File: config.mk
export PLATFORM = sky130hd
export DESIGN_NAME = toy_bus_slv_node_resp_flat
export DESIGN_NICKNAME = d
export VERILOG_FILES = /design/src/rtl/toy_bus_slv_node_resp_pkg.sv /design/src/rtl/toy_bus_slv_node_resp_if.sv /design/src/rtl/toy_bus_sync_fifo.sv /design/src/rtl/toy_bus_slv_node_resp.sv /design/src/flat_wrapper.sv
export SDC_FILE = /design/constraint.sdc
export NUM_CORES = 1
export LEC_CHECK = 0
export ABC_AREA = 1
export BUFFER_PORTS_ARGS = -buffer_cell sky130_fd_sc_hd__buf_2
export CORE_AREA = 2 2 472 474
export CTS_CLUSTER_SIZE = 14
export DETAILED_ROUTE_END_ITERATION = 16
export DIE_AREA = 0 0 474 476
export PLACE_DENSITY = 0.3
export REMOVE_ABC_BUFFERS = 1
export SKIP_LAST_GASP = 1
export SYNTH_ARGS = -nofsm -noshare
export SYNTH_HDL_FRONTEND = slang
export SYNTH_SLANG_ARGS = --single-unit
File: constraint.sdc
create_clock -name clk -period 10 [get_ports clk]
set_input_delay 1 -clock clk [delete_from_list [all_inputs] [get_ports clk]]
set_output_delay 1 -clock clk [all_outputs]
set_load 0.1 [all_outputs]
File: src/rtl/toy_bus_slv_node_resp_pkg.sv
// Shared toy bus definitions: field widths, opcode encoding and the tag
// record a slave node keeps for each outstanding request.
package toy_bus_slv_node_resp_pkg;

    localparam int ADDR_W = 32;
    localparam int DATA_W = 256;
    localparam int STRB_W = 32;
    localparam int ID_W   = 4;
    localparam int SB_W   = 10;

    typedef enum logic {
        OP_READ  = 1'b0,
        OP_WRITE = 1'b1
    } opcode_e;

    // What the node must remember to build the ack once the slave answers.
    typedef struct packed {
        logic [ID_W-1:0] src_id;
        logic [SB_W-1:0] sideband;
        opcode_e         opcode;
    } tag_t;

    localparam int TAG_W = $bits(tag_t);

endpackage

File: src/rtl/toy_bus_slv_node_resp_if.sv
// Toy bus slave-node interface: network request in, slave request out,
// slave ack in, network ack out.
//   slave  modport : the node's view (drives rdy on inputs, vld/payload on outputs)
//   master modport : the surrounding fabric/memory view
interface toy_bus_slv_node_resp_if;
    import toy_bus_slv_node_resp_pkg::*;

    logic              in_req_vld;
    logic              in_req_rdy;
    logic [ADDR_W-1:0] in_req_addr;
    logic [DATA_W-1:0] in_req_data;
    logic [STRB_W-1:0] in_req_strb;
    logic              in_req_opcode;
    logic [ID_W-1:0]   in_req_src_id;
    logic [ID_W-1:0]   in_req_tgt_id;
    logic [SB_W-1:0]   in_req_sideband;

    logic              mem_req_vld;
    logic              mem_req_rdy;
    logic [ADDR_W-1:0] mem_req_addr;
    logic [DATA_W-1:0] mem_req_data;
    logic [STRB_W-1:0] mem_req_strb;
    logic              mem_req_opcode;

    logic              mem_ack_vld;
    logic              mem_ack_rdy;
    logic [DATA_W-1:0] mem_ack_data;

    logic              out_ack_vld;
    logic              out_ack_rdy;
    logic              out_ack_opcode;
    logic [DATA_W-1:0] out_ack_data;
    logic [SB_W-1:0]   out_ack_sideband;
    logic [ID_W-1:0]   out_ack_src_id;
    logic [ID_W-1:0]   out_ack_tgt_id;

    modport slave (
        input  in_req_vld, in_req_addr, in_req_data, in_req_strb, in_req_opcode,
               in_req_src_id, in_req_tgt_id, in_req_sideband,
        output in_req_rdy,
        output mem_req_vld, mem_req_addr, mem_req_data, mem_req_strb, mem_req_opcode,
        input  mem_req_rdy,
        input  mem_ack_vld, mem_ack_data,
        output mem_ack_rdy,
        output out_ack_vld, out_ack_opcode, out_ack_data, out_ack_sideband,
               out_ack_src_id, out_ack_tgt_id,
        input  out_ack_rdy
    );

    modport master (
        output in_req_vld, in_req_addr, in_req_data, in_req_strb, in_req_opcode,
               in_req_src_id, in_req_tgt_id, in_req_sideband,
        input  in_req_rdy,
        input  mem_req_vld, mem_req_addr, mem_req_data, mem_req_strb, mem_req_opcode,
        output mem_req_rdy,
        output mem_ack_vld, mem_ack_data,
        input  mem_ack_rdy,
        input  out_ack_vld, out_ack_opcode, out_ack_data, out_ack_sideband,
               out_ack_src_id, out_ack_tgt_id,
        output out_ack_rdy
    );

endinterface

File: src/rtl/toy_bus_sync_fifo.sv
// Synchronous FIFO, power-of-two depth, show-ahead read.
//   clk, rst        : clock, synchronous active-high reset
//   push, push_data : write (caller guarantees ~full)
//   pop, pop_data   : read of head (caller guarantees ~empty)
//   full, empty     : from the registered occupancy count only
module toy_bus_sync_fifo #(
    parameter int WIDTH = 8,
    parameter int DEPTH = 4
) (
    input  logic             clk,
    input  logic             rst,
    input  logic             push,
    input  logic [WIDTH-1:0] push_data,
    input  logic             pop,
    output logic [WIDTH-1:0] pop_data,
    output logic             full,
    output logic             empty
);
    localparam int PTR_W = (DEPTH > 1) ? $clog2(DEPTH) : 1;
    localparam int CNT_W = $clog2(DEPTH) + 1;

    logic [WIDTH-1:0] mem [DEPTH];
    logic [PTR_W-1:0] wr_ptr, rd_ptr;
    logic [CNT_W-1:0] cnt;

    // Storage needs no reset; occupancy is tracked by cnt.
    always_ff @(posedge clk) begin
        if (push) mem[wr_ptr] <= push_data;
    end

    // Pointers wrap naturally since DEPTH is a power of two.
    always_ff @(posedge clk) begin
        if (rst) begin
            wr_ptr <= '0;
            rd_ptr <= '0;
            cnt    <= '0;
        end else begin
            if (push) wr_ptr <= wr_ptr + 1'b1;
            if (pop)  rd_ptr <= rd_ptr + 1'b1;
            case ({push, pop})
                2'b10:   cnt <= cnt + 1'b1;
                2'b01:   cnt <= cnt - 1'b1;
                default: cnt <= cnt;
            endcase
        end
    end

    assign pop_data = mem[rd_ptr];
    assign full     = (cnt == CNT_W'(DEPTH));
    assign empty    = (cnt == '0);

endmodule

File: src/rtl/toy_bus_slv_node_resp.sv
// Toy bus slave node, response side. Forwards requests addressed to this
// node to a local slave, remembers who asked in a tag FIFO, and turns the
// slave's in-order acks into network acks routed back to the initiator.
// Requests for other nodes are swallowed and flagged on err_misroute.
//   clk, rst     : clock, synchronous active-high reset
//   bus          : in_req / mem_req / mem_ack / out_ack channels (slave modport)
//   err_misroute : one-cycle pulse the cycle after a misrouted request is dropped
module toy_bus_slv_node_resp
    import toy_bus_slv_node_resp_pkg::*;
#(
    parameter logic [ID_W-1:0] NODE_ID = 4'd2,
    parameter int              DEPTH   = 4
) (
    input  logic                    clk,
    input  logic                    rst,
    toy_bus_slv_node_resp_if.slave  bus,
    output logic                    err_misroute
);
    logic matched, full, empty, mem_fire, ack_fire;
    tag_t push_tag, pop_tag;

    logic              ack_buf_vld;
    tag_t              ack_buf_tag;
    logic [DATA_W-1:0] ack_buf_data;

    // Request path: payload passes straight through, only vld/rdy are gated.
    assign matched            = (bus.in_req_tgt_id == NODE_ID);
    assign bus.mem_req_addr   = bus.in_req_addr;
    assign bus.mem_req_data   = bus.in_req_data;
    assign bus.mem_req_strb   = bus.in_req_strb;
    assign bus.mem_req_opcode = bus.in_req_opcode;
    assign bus.mem_req_vld    = bus.in_req_vld & matched & ~full;
    // Misrouted requests are always taken so they cannot block the network.
    assign bus.in_req_rdy     = matched ? (bus.mem_req_rdy & ~full) : 1'b1;
    assign mem_fire           = bus.mem_req_vld & bus.mem_req_rdy;

    assign push_tag = '{src_id:   bus.in_req_src_id,
                        sideband: bus.in_req_sideband,
                        opcode:   opcode_e'(bus.in_req_opcode)};

    toy_bus_sync_fifo #(
        .WIDTH (TAG_W),
        .DEPTH (DEPTH)
    ) u_tag_fifo (
        .clk       (clk),
        .rst       (rst),
        .push      (mem_fire),
        .push_data (push_tag),
        .pop       (ack_fire),
        .pop_data  (pop_tag),
        .full      (full),
        .empty     (empty)
    );

    // Ack path: a slave ack is only taken when a tag is waiting for it and
    // the one-entry ack buffer is free or draining this cycle.
    assign bus.mem_ack_rdy = ~empty & (~ack_buf_vld | bus.out_ack_rdy);
    assign ack_fire        = bus.mem_ack_vld & bus.mem_ack_rdy;

    always_ff @(posedge clk) begin
        if (rst) begin
            ack_buf_vld  <= 1'b0;
            err_misroute <= 1'b0;
        end else begin
            err_misroute <= bus.in_req_vld & ~matched;
            if (ack_fire)             ack_buf_vld <= 1'b1;
            else if (bus.out_ack_rdy) ack_buf_vld <= 1'b0;
        end
    end

    always_ff @(posedge clk) begin
        if (ack_fire) begin
            ack_buf_tag  <= pop_tag;
            ack_buf_data <= bus.mem_ack_data;
        end
    end

    assign bus.out_ack_vld      = ack_buf_vld;
    assign bus.out_ack_opcode   = ack_buf_tag.opcode;
    assign bus.out_ack_sideband = ack_buf_tag.sideband;
    assign bus.out_ack_tgt_id   = ack_buf_tag.src_id;
    assign bus.out_ack_src_id   = NODE_ID;
    assign bus.out_ack_data     = ack_buf_data;

endmodule

File: src/flat_wrapper.sv
// flat-port wrapper written by rule: the top's interface ports become plain ports
module toy_bus_slv_node_resp_flat import toy_bus_slv_node_resp_pkg::*;
#(
    parameter logic [ID_W-1:0] NODE_ID = 4'd2,
    parameter int              DEPTH   = 4
)
  (clk, rst, err_misroute, bus_in_req_vld, bus_in_req_addr, bus_in_req_data, bus_in_req_strb, bus_in_req_opcode, bus_in_req_src_id, bus_in_req_tgt_id, bus_in_req_sideband, bus_in_req_rdy, bus_mem_req_vld, bus_mem_req_addr, bus_mem_req_data, bus_mem_req_strb, bus_mem_req_opcode, bus_mem_req_rdy, bus_mem_ack_vld, bus_mem_ack_data, bus_mem_ack_rdy, bus_out_ack_vld, bus_out_ack_opcode, bus_out_ack_data, bus_out_ack_sideband, bus_out_ack_src_id, bus_out_ack_tgt_id, bus_out_ack_rdy);
  toy_bus_slv_node_resp_if bus_i ();
  input  logic clk;
  input  logic rst;
  output logic err_misroute;
  input wire logic [$bits(bus_i.in_req_vld)-1:0] bus_in_req_vld;
  input wire logic [$bits(bus_i.in_req_addr)-1:0] bus_in_req_addr;
  input wire logic [$bits(bus_i.in_req_data)-1:0] bus_in_req_data;
  input wire logic [$bits(bus_i.in_req_strb)-1:0] bus_in_req_strb;
  input wire logic [$bits(bus_i.in_req_opcode)-1:0] bus_in_req_opcode;
  input wire logic [$bits(bus_i.in_req_src_id)-1:0] bus_in_req_src_id;
  input wire logic [$bits(bus_i.in_req_tgt_id)-1:0] bus_in_req_tgt_id;
  input wire logic [$bits(bus_i.in_req_sideband)-1:0] bus_in_req_sideband;
  output wire logic [$bits(bus_i.in_req_rdy)-1:0] bus_in_req_rdy;
  output wire logic [$bits(bus_i.mem_req_vld)-1:0] bus_mem_req_vld;
  output wire logic [$bits(bus_i.mem_req_addr)-1:0] bus_mem_req_addr;
  output wire logic [$bits(bus_i.mem_req_data)-1:0] bus_mem_req_data;
  output wire logic [$bits(bus_i.mem_req_strb)-1:0] bus_mem_req_strb;
  output wire logic [$bits(bus_i.mem_req_opcode)-1:0] bus_mem_req_opcode;
  input wire logic [$bits(bus_i.mem_req_rdy)-1:0] bus_mem_req_rdy;
  input wire logic [$bits(bus_i.mem_ack_vld)-1:0] bus_mem_ack_vld;
  input wire logic [$bits(bus_i.mem_ack_data)-1:0] bus_mem_ack_data;
  output wire logic [$bits(bus_i.mem_ack_rdy)-1:0] bus_mem_ack_rdy;
  output wire logic [$bits(bus_i.out_ack_vld)-1:0] bus_out_ack_vld;
  output wire logic [$bits(bus_i.out_ack_opcode)-1:0] bus_out_ack_opcode;
  output wire logic [$bits(bus_i.out_ack_data)-1:0] bus_out_ack_data;
  output wire logic [$bits(bus_i.out_ack_sideband)-1:0] bus_out_ack_sideband;
  output wire logic [$bits(bus_i.out_ack_src_id)-1:0] bus_out_ack_src_id;
  output wire logic [$bits(bus_i.out_ack_tgt_id)-1:0] bus_out_ack_tgt_id;
  input wire logic [$bits(bus_i.out_ack_rdy)-1:0] bus_out_ack_rdy;
  assign bus_i.in_req_vld = bus_in_req_vld;
  assign bus_i.in_req_addr = bus_in_req_addr;
  assign bus_i.in_req_data = bus_in_req_data;
  assign bus_i.in_req_strb = bus_in_req_strb;
  assign bus_i.in_req_opcode = bus_in_req_opcode;
  assign bus_i.in_req_src_id = bus_in_req_src_id;
  assign bus_i.in_req_tgt_id = bus_in_req_tgt_id;
  assign bus_i.in_req_sideband = bus_in_req_sideband;
  assign bus_in_req_rdy = bus_i.in_req_rdy;
  assign bus_mem_req_vld = bus_i.mem_req_vld;
  assign bus_mem_req_addr = bus_i.mem_req_addr;
  assign bus_mem_req_data = bus_i.mem_req_data;
  assign bus_mem_req_strb = bus_i.mem_req_strb;
  assign bus_mem_req_opcode = bus_i.mem_req_opcode;
  assign bus_i.mem_req_rdy = bus_mem_req_rdy;
  assign bus_i.mem_ack_vld = bus_mem_ack_vld;
  assign bus_i.mem_ack_data = bus_mem_ack_data;
  assign bus_mem_ack_rdy = bus_i.mem_ack_rdy;
  assign bus_out_ack_vld = bus_i.out_ack_vld;
  assign bus_out_ack_opcode = bus_i.out_ack_opcode;
  assign bus_out_ack_data = bus_i.out_ack_data;
  assign bus_out_ack_sideband = bus_i.out_ack_sideband;
  assign bus_out_ack_src_id = bus_i.out_ack_src_id;
  assign bus_out_ack_tgt_id = bus_i.out_ack_tgt_id;
  assign bus_i.out_ack_rdy = bus_out_ack_rdy;
  toy_bus_slv_node_resp #(.NODE_ID(NODE_ID), .DEPTH(DEPTH)) u_core (.clk(clk), .rst(rst), .bus(bus_i), .err_misroute(err_misroute));
endmodule
==> flow_summary.yaml, run 1 <==
power_and_ir_drop:
  p_seq_share_pct: 36.2
  p_int_mw: 2.89
  ir_worst_vdd_uv: 126
  clock_power_share_pct: 34.9
  p_sw_mw: 2.09
  p_leak_nw: 6.39
  power_mw: 4.98
  combPwrFrac_pct: 28.9
  switching_share_pct: 41.9
  power_density_nw_per_um2: 262
logic_synthesis:
  synth_top_flop_cell: "edfxtp_1"
  synth-async-reset-ratio_pct: 0
  synth-edff-count: 331
  syn_avg_cell_area_sq_um: 16.1
  netlist.area_leader.share_pct: 74.4
  synth_common_cells: "edfxtp_1 (331), buf_4 (326), nor2_1 (43)"
  syn_area_sq_um: 13400
  syn_inst: 828
  ys_types: 22
  synth.yosys.seq_area_share_pct: 75.8
  synth_warnings: 0
  yosys-top-cells-area: "edfxtp_1 (74%), buf_4 (18%), dfxtp_1 (1.3%)"
  yosysMostFrequentCell: "edfxtp_1"
  synth_top_area_cell: "edfxtp_1"
  synth_seq_cells: 340
setup_path:
  reg2reg_depth: 6
  critPathKind: "in2reg"
  r2r_start: "u_core.u_tag_fifo.cnt[2]"
  slowest_delay_ns: 0.88
  endpoint_kind: "flip-flop"
  critical-path-top-delay-family: "buffers and inverters"
  crit_fanout: 131
  required_ns: 10.22
  crit_buf_inv: 5
  start_kind: "input port"
  cp_slowest_cell: "buf_4"
  r2r-end: "u_core.bus.out_ack_sideband[9]"
  r2r_slack_ns: 6.65
  worst_ep_arrival_time_ns: 3.61
  cp_cell_sequence: "buf_2 > inv_1 > nand2_1 > nand3_2 > inv_8 > buf_12 > buf_4"
floorplan:
  core_area_sq_um: 221000
  start_util_pct: 6.04
  die_w_microns: 474
  rows: 173
  die_height_microns: 476
  io_pins: 1202
  die-area_sq_um: 226000
drt:
  avgRoutedWirePerCell_microns: 57.5
  vias: 10100
  first_pass_iters: 5
  drc: 0
  drtIter0Drc: 942
  avgViaCountPerCell: 2.43
  ant_nets: 0
  finalWirelength_microns: 238000
global_route:
  overflow: 0
  grt_usage_pct: 20.4
  grt_pass1_vias: 8635
  antenna_found_initial: 131
  grt_max_degree: 132
  grt_pass1_wl_microns: 257000
final_layout:
  nets: 1714
  areaGrowthSynthToFinish_pct: 42.5
  layout-drive-gt1-share_pct: 56.0
status:
  outcome: "finished clean"
cts:
  clock_sinks: 340
  cts_tree: "yes"
  clk_latency_ns: 0.63
  path_clk_slew_ns: 0.06
  cts_hold_buf: 0
  h-tree-depth: 2
  cts_buffer_depth: 3
  cts_resized: 0
  root_buffer: "clkbuf_16"
  cts_buffers: 47
  cts_setup_buffers: 0
sta:
  finalCriticalPeriod_ns: 3.38
  fin_skew_ns: 0.0252
  period_share_pct: 33.8
  finalHoldViolations: 0
  worstMarginPinSlew_ns: 1.00
  setup_viol: 0
  fin_tns_setup_ns: 0
  rsz0062_at_grt: "false"
  max_freq_mhz: 296
  drv_slew: 0
  maxSlewHeadroom_pct: 33.3
min_path:
  min_to: "u_core.u_tag_fifo.cnt[2]"
  hold_depth: 2
  min_path_type: "reg2reg"
  hp-start: "u_core.u_tag_fifo.cnt[2]"
placement:
  hpwl_microns: 216000
  gp_congestion: 0.951
  numPortBuffers: 557
run:
  max_cap_viol_count: 0
[worst max path at each step]
stage	startpoint	to	slack [ns]	depth (start not counted)
finish	bus_out_ack_rdy	u_core.bus.out_ack_sideband[9]	6.62	7
global route	u_core.u_tag_fifo.cnt[1]	u_core.bus.out_ack_data[147]	6.37	6
CTS	u_core.u_tag_fifo.cnt[2]	u_core.bus.out_ack_data[147]	6.58	6
detailed placement	bus_out_ack_rdy	u_core.bus.out_ack_data[147]	5.93	7
global placement	bus_out_ack_rdy	u_core.bus.out_ack_data[34]	5.95	7
floorplan	bus_out_ack_rdy	u_core.u_tag_fifo.cnt[2]	1.83	11
[layer usage]
layer / GRT usage, % / part of all wire (%) / routed length (microns) / vias to the layer above
met5: 12.7 / 1.8 / 4270 / -
met4: 3.39 / 2.2 / 5300 / 58
met3: 32.0 / 33 / 79200 / 321
met2: 31.3 / 43 / 103000 / 2122
met1: 11.5 / 20 / 46700 / 4365
li1: - / - / - / 3198
[kinds of logic after synthesis]
family | count (synthesis) | share of synthesized area [%]
DFF | 340 | 75.8
buffers and inverters | 356 | 19.2
adders and majority gates | 6 | 0.618
other | 2 | 0.0562
and+or+nand+nor | 69 | 2.14
AOI/OAI and AO/OA | 55 | 2.20
[worst register-to-register path: stages (launching register included)]
cell and delay [ns]:
dfxtp_1 0.37, inv_1 0.08, nand2_1 0.13, nand3_2 0.18, inv_8 0.43, buf_12 0.79, buf_4 0.92
[cells in the final DEF, fill, tap and decap left out]
cell type,count
buf_2,557
edfxtp_1,331
clkbuf_16,47
nor2_1,39
diode_2,24
o21ai_0,20
inv_1,19
nand2_1,16
o22ai_1,15
o21ai_1,13
clkinv_1,10
dfxtp_1,9
clkinv_2,8
a21oi_1,7
clkbuf_1,7
nor2_2,5
ha_1,5
bufinv_16,5
nand3_1,4
conb_1,4
inv_6,4
inv_2,3
clkinvlp_4,3
buf_4,3
nor2_4,1
nand3_2,1
inv_8,1
and2_1,1
nand4_1,1
nor3_1,1
fa_1,1
inv_16,1
clkinv_4,1
buf_12,1
[registers in the layout, summed over array words and instances (netlist names)]
name / flops
u_core.bus.out_ack_opcode: 1
u_core.bus.out_ack_tgt_id: 4
u_core.u_tag_fifo.mem: 60
u_core.bus.out_ack_vld: 1
u_core.u_tag_fifo.cnt: 3
u_core.bus.out_ack_sideband: 10
u_core.err_misroute: 1
u_core.u_tag_fifo.wr_ptr: 2
u_core.bus.out_ack_data: 256
u_core.u_tag_fifo.rd_ptr: 2
[cell type report]
type,count,area [sq um]
Multi-Input combinational cell,134,688
Fill cell,25600,202000
Antenna cell,24,60.1
Sequential cell,340,10100
Clock buffer,54,1200
Inverter,23,93.8
Timing Repair Buffer,561,2830
Clock inverter,32,314
Tap cell,2975,3720
[per-stage QoR]
stage	setup slack (ns)	area (sq um)	utilization, %	std cells	hold slack, ns
6_report	6.62	19000	8.61	4143	0.537
5_1_grt	6.37	19000	8.60	4131	0.491
4_1_cts	6.58	19000	8.58	4119	0.468
3_5_place_dp	5.93	17500	7.90	4033	0.519
3_3_place_gp	5.95	17500	7.90	4033	0.519
2_1_floorplan	1.83	10900	-	497	0.484
[power groups by stage]
stage | clock network, mW | registers, mW | logic, mW
2_1_floorplan | 0 | 2.79 | 0.119
3_3_place_gp | 0 | 1.83 | 1.48
3_5_place_dp | 0 | 1.83 | 1.48
4_1_cts | 1.82 | 1.80 | 1.48
5_1_grt | 1.85 | 1.82 | 1.49
6_report | 1.74 | 1.80 | 1.44
Note: power is estimated with default switching activity, not from simulation.
==> run 2, diff against run 1 <==
--- a/config.mk
+++ b/config.mk
@@ -5,12 +5,12 @@
 export SDC_FILE = /design/constraint.sdc
 export NUM_CORES = 1
 export LEC_CHECK = 0
-export ABC_AREA = 1
+export ABC_AREA = 0
 export BUFFER_PORTS_ARGS = -buffer_cell sky130_fd_sc_hd__buf_2
-export CORE_AREA = 2 2 472 474
+export CORE_AREA = 2 2 471 473
 export CTS_CLUSTER_SIZE = 14
 export DETAILED_ROUTE_END_ITERATION = 16
-export DIE_AREA = 0 0 474 476
+export DIE_AREA = 0 0 473 475
 export PLACE_DENSITY = 0.3
 export REMOVE_ABC_BUFFERS = 1
 export SKIP_LAST_GASP = 1
==> constraint.sdc (replaced) <==
create_clock -name clk -period 3.4 [get_ports clk]
set_input_delay 0.34 -clock clk [delete_from_list [all_inputs] [get_ports clk]]
set_output_delay 0.34 -clock clk [all_outputs]
set_load 0.1 [all_outputs]
==> run 2 against run 1 <==
Sequential share of layout area shrank 6.4 points. Power rose by 120%. Sequential power grew to 2.6 times the previous value. Global-route usage grew 0.22 points. Clock-buffer cell count grew 1. First-iteration DRC count rose by 12%. Setup slack lost 5.6 ns. Clock power rose to 2.9 times the previous value. Area after synthesis shrank 0.37%. Cell area up 14%. Critical path depth is 2 higher. Critical path type is now reg2reg.
==> flow_summary.yaml, run 2 <==
drt:
  drc: 0
  avgViaCountPerCell: 2.44
  drtIter0Drc: 1052
  avgRoutedWirePerCell_microns: 56.5
  first_pass_iters: 5
  ant_nets: 0
  finalWirelength_microns: 239000
  vias: 10300
cts:
  cts_buffers: 47
  cts_buffer_depth: 3
  cts_setup_buffers: 0
  cts_hold_buf: 274
  clock_sinks: 340
  clk_latency_ns: 0.64
  root_buffer: "clkbuf_16"
  path_clk_slew_ns: 0.06
  cts_resized: 0
  cts_tree: "yes"
  h-tree-depth: 2
setup_path:
  r2r_slack_ns: 1.05
  endpoint_kind: "flip-flop"
  crit_top_cell: "inv_1"
  worst_ep_arrival_time_ns: 2.93
  required_ns: 3.98
  cp_slowest_cell: "or3b_4"
  critPathKind: "reg2reg"
  start_kind: "flip-flop"
  cp_cell_sequence: "or3b_4 > and4_4 > inv_1 > ha_1 > inv_1 > fa_1 > xor2_1 > or3_1 > a21oi_1"
  crit_fanout: 7
  slowest_delay_ns: 0.40
final_layout:
  fin_area_sq_um: 21600
  mostFrequentLayoutCell: "buf_2"
  layout-drive-gt1-share_pct: 49.5
  areaGrowthSynthToFinish_pct: 62.5
  largest_reg_flops: 256
  fin_cells: 4235
  nets: 1903
  final_cell_mix: "buf_2 (557), edfxtp_1 (331), dlygate4sd3_1 (274), clkbuf_16 (47), mux4_2 (15)"
floorplan:
  die_w_microns: 473
  die_height_microns: 475
  rows: 172
  core_area_sq_um: 219000
  start_util_pct: 6.07
  die-area_sq_um: 225000
  io_pins: 1202
logic_synthesis:
  syn_avg_cell_area_sq_um: 18.0
  synth-async-reset-ratio_pct: 0
  synth_warnings: 0
  syn_area_sq_um: 13300
  synth.yosys.seq_area_share_pct: 76.0
  syn_inst: 738
  yosysMostFrequentCell: "edfxtp_1"
  synth_common_cells: "edfxtp_1 (331), buf_4 (326), mux4_2 (15)"
  synth_top_flop_cell: "edfxtp_1"
  netlist.area_leader.share_pct: 74.7
  yosys-top-cells-area: "edfxtp_1 (75%), buf_4 (18%), mux4_2 (2.5%)"
  synth-edff-count: 331
  ys_types: 32
  synth_seq_cells: 340
  synth_top_area_cell: "edfxtp_1"
sta:
  finalHoldViolations: 0
  fin_skew_ns: 0.0269
  rsz0062_at_grt: "false"
  finalCriticalPeriod_ns: 2.35
  drv_slew: 0
  setup_slack_ns: 1.05
  period_share_pct: 69.2
  maxSlewHeadroom_pct: 29.0
  fin_tns_setup_ns: 0
  max_freq_mhz: 425
  setup_viol: 0
  worstMarginPinSlew_ns: 1.06
power_and_ir_drop:
  ir_worst_vdd_uv: 324
  power_mw: 10.8
  power_density_nw_per_um2: 498
  p_leak_nw: 7.37
global_route:
  overflow: 0
  antenna_found_initial: 91
  grt_usage_pct: 20.7
  grt_max_degree: 99
  grt_pass1_vias: 9518
  grt_pass1_wl_microns: 261000
run:
  max_cap_viol_count: 0
placement:
  hpwl_microns: 217000
  gp_congestion: 0.947
  place_ws_ns: 0.992
  numPortBuffers: 557
  dpl_cell_area_sq_um: 17300
  dp.cells: 3844
status:
  outcome: "finished clean"
min_path:
  min_path_type: "in2reg"
run 2: cell type report:
class / instances / area, sq um
Antenna cell: 31 / 77.6
Clock buffer: 55 / 1210
Clock inverter: 31 / 287
Fill cell: 25200 / 197000
Inverter: 6 / 22.5
Multi-Input combinational cell: 63 / 703
Sequential cell: 340 / 10100
Tap cell: 2871 / 3590
Timing Repair Buffer: 838 / 5620
run 2: layer usage:
layer | global-route usage [%] | wire length (microns) | share of wire (%)
met5 | 13.8 | 4100 | 1.7
met2 | 31.8 | 103000 | 43
met4 | 3.36 | 5480 | 2.3
met3 | 31.3 | 75300 | 31
met1 | 12.1 | 51200 | 21
run 2: path summary, 6_finish.rpt:
path	start	depth (start not counted)	endpoint
setup / recovery	u_core.u_tag_fifo.cnt[2]	9	u_core.u_tag_fifo.cnt[2]
hold / removal	bus_out_ack_rdy	3	u_core.bus.out_ack_vld
setup reg to reg	u_core.u_tag_fifo.cnt[2]	9	u_core.u_tag_fifo.cnt[2]
hold reg to reg	u_core.u_tag_fifo.cnt[2]	2	u_core.u_tag_fifo.cnt[2]
run 2: logic make-up (layout without fill, tap and decap cells):
group / after synthesis / in the layout / synth area share (%)
XOR/XNOR: 2 / 2 / 0.132
other: 2 / 35 / 0.0564
AND/OR/NAND/NOR: 27 / 27 / 1.29
buffers and inverters: 337 / 930 / 18.8
AO/OA/AOI/OAI: 6 / 6 / 0.282
flip-flops: 340 / 340 / 76.0
adder cells (fa/ha/maj): 6 / 6 / 0.620
multiplexers: 18 / 18 / 2.81
run 2: power by group:
part           switching, mW  internal (mW)  leakage [nW]
Clock                   2.24           2.79         0.710
Sequential            0.0182           4.66          3.05
Combinational          0.694          0.365          3.61
run 2: metrics by stage:
stage	util (%)	hold WS, ns
5_1_grt	9.85	0.0816
3_3_place_gp	7.90	0.506
3_5_place_dp	7.90	0.509
4_1_cts	9.84	0.0123
6_report	9.87	0.112
2_1_floorplan	-	0.409
run 2: critical path: cells and delay by family (launching register included):
kind                       cells  cell delay [ns]
and+or+nand+nor                3             0.94
AOI/OAI and AO/OA              1             0.14
adders and majority gates      2             0.54
DFF                            1             0.36
buffers and inverters          2             0.13
xor gates and xnor gates       1             0.16
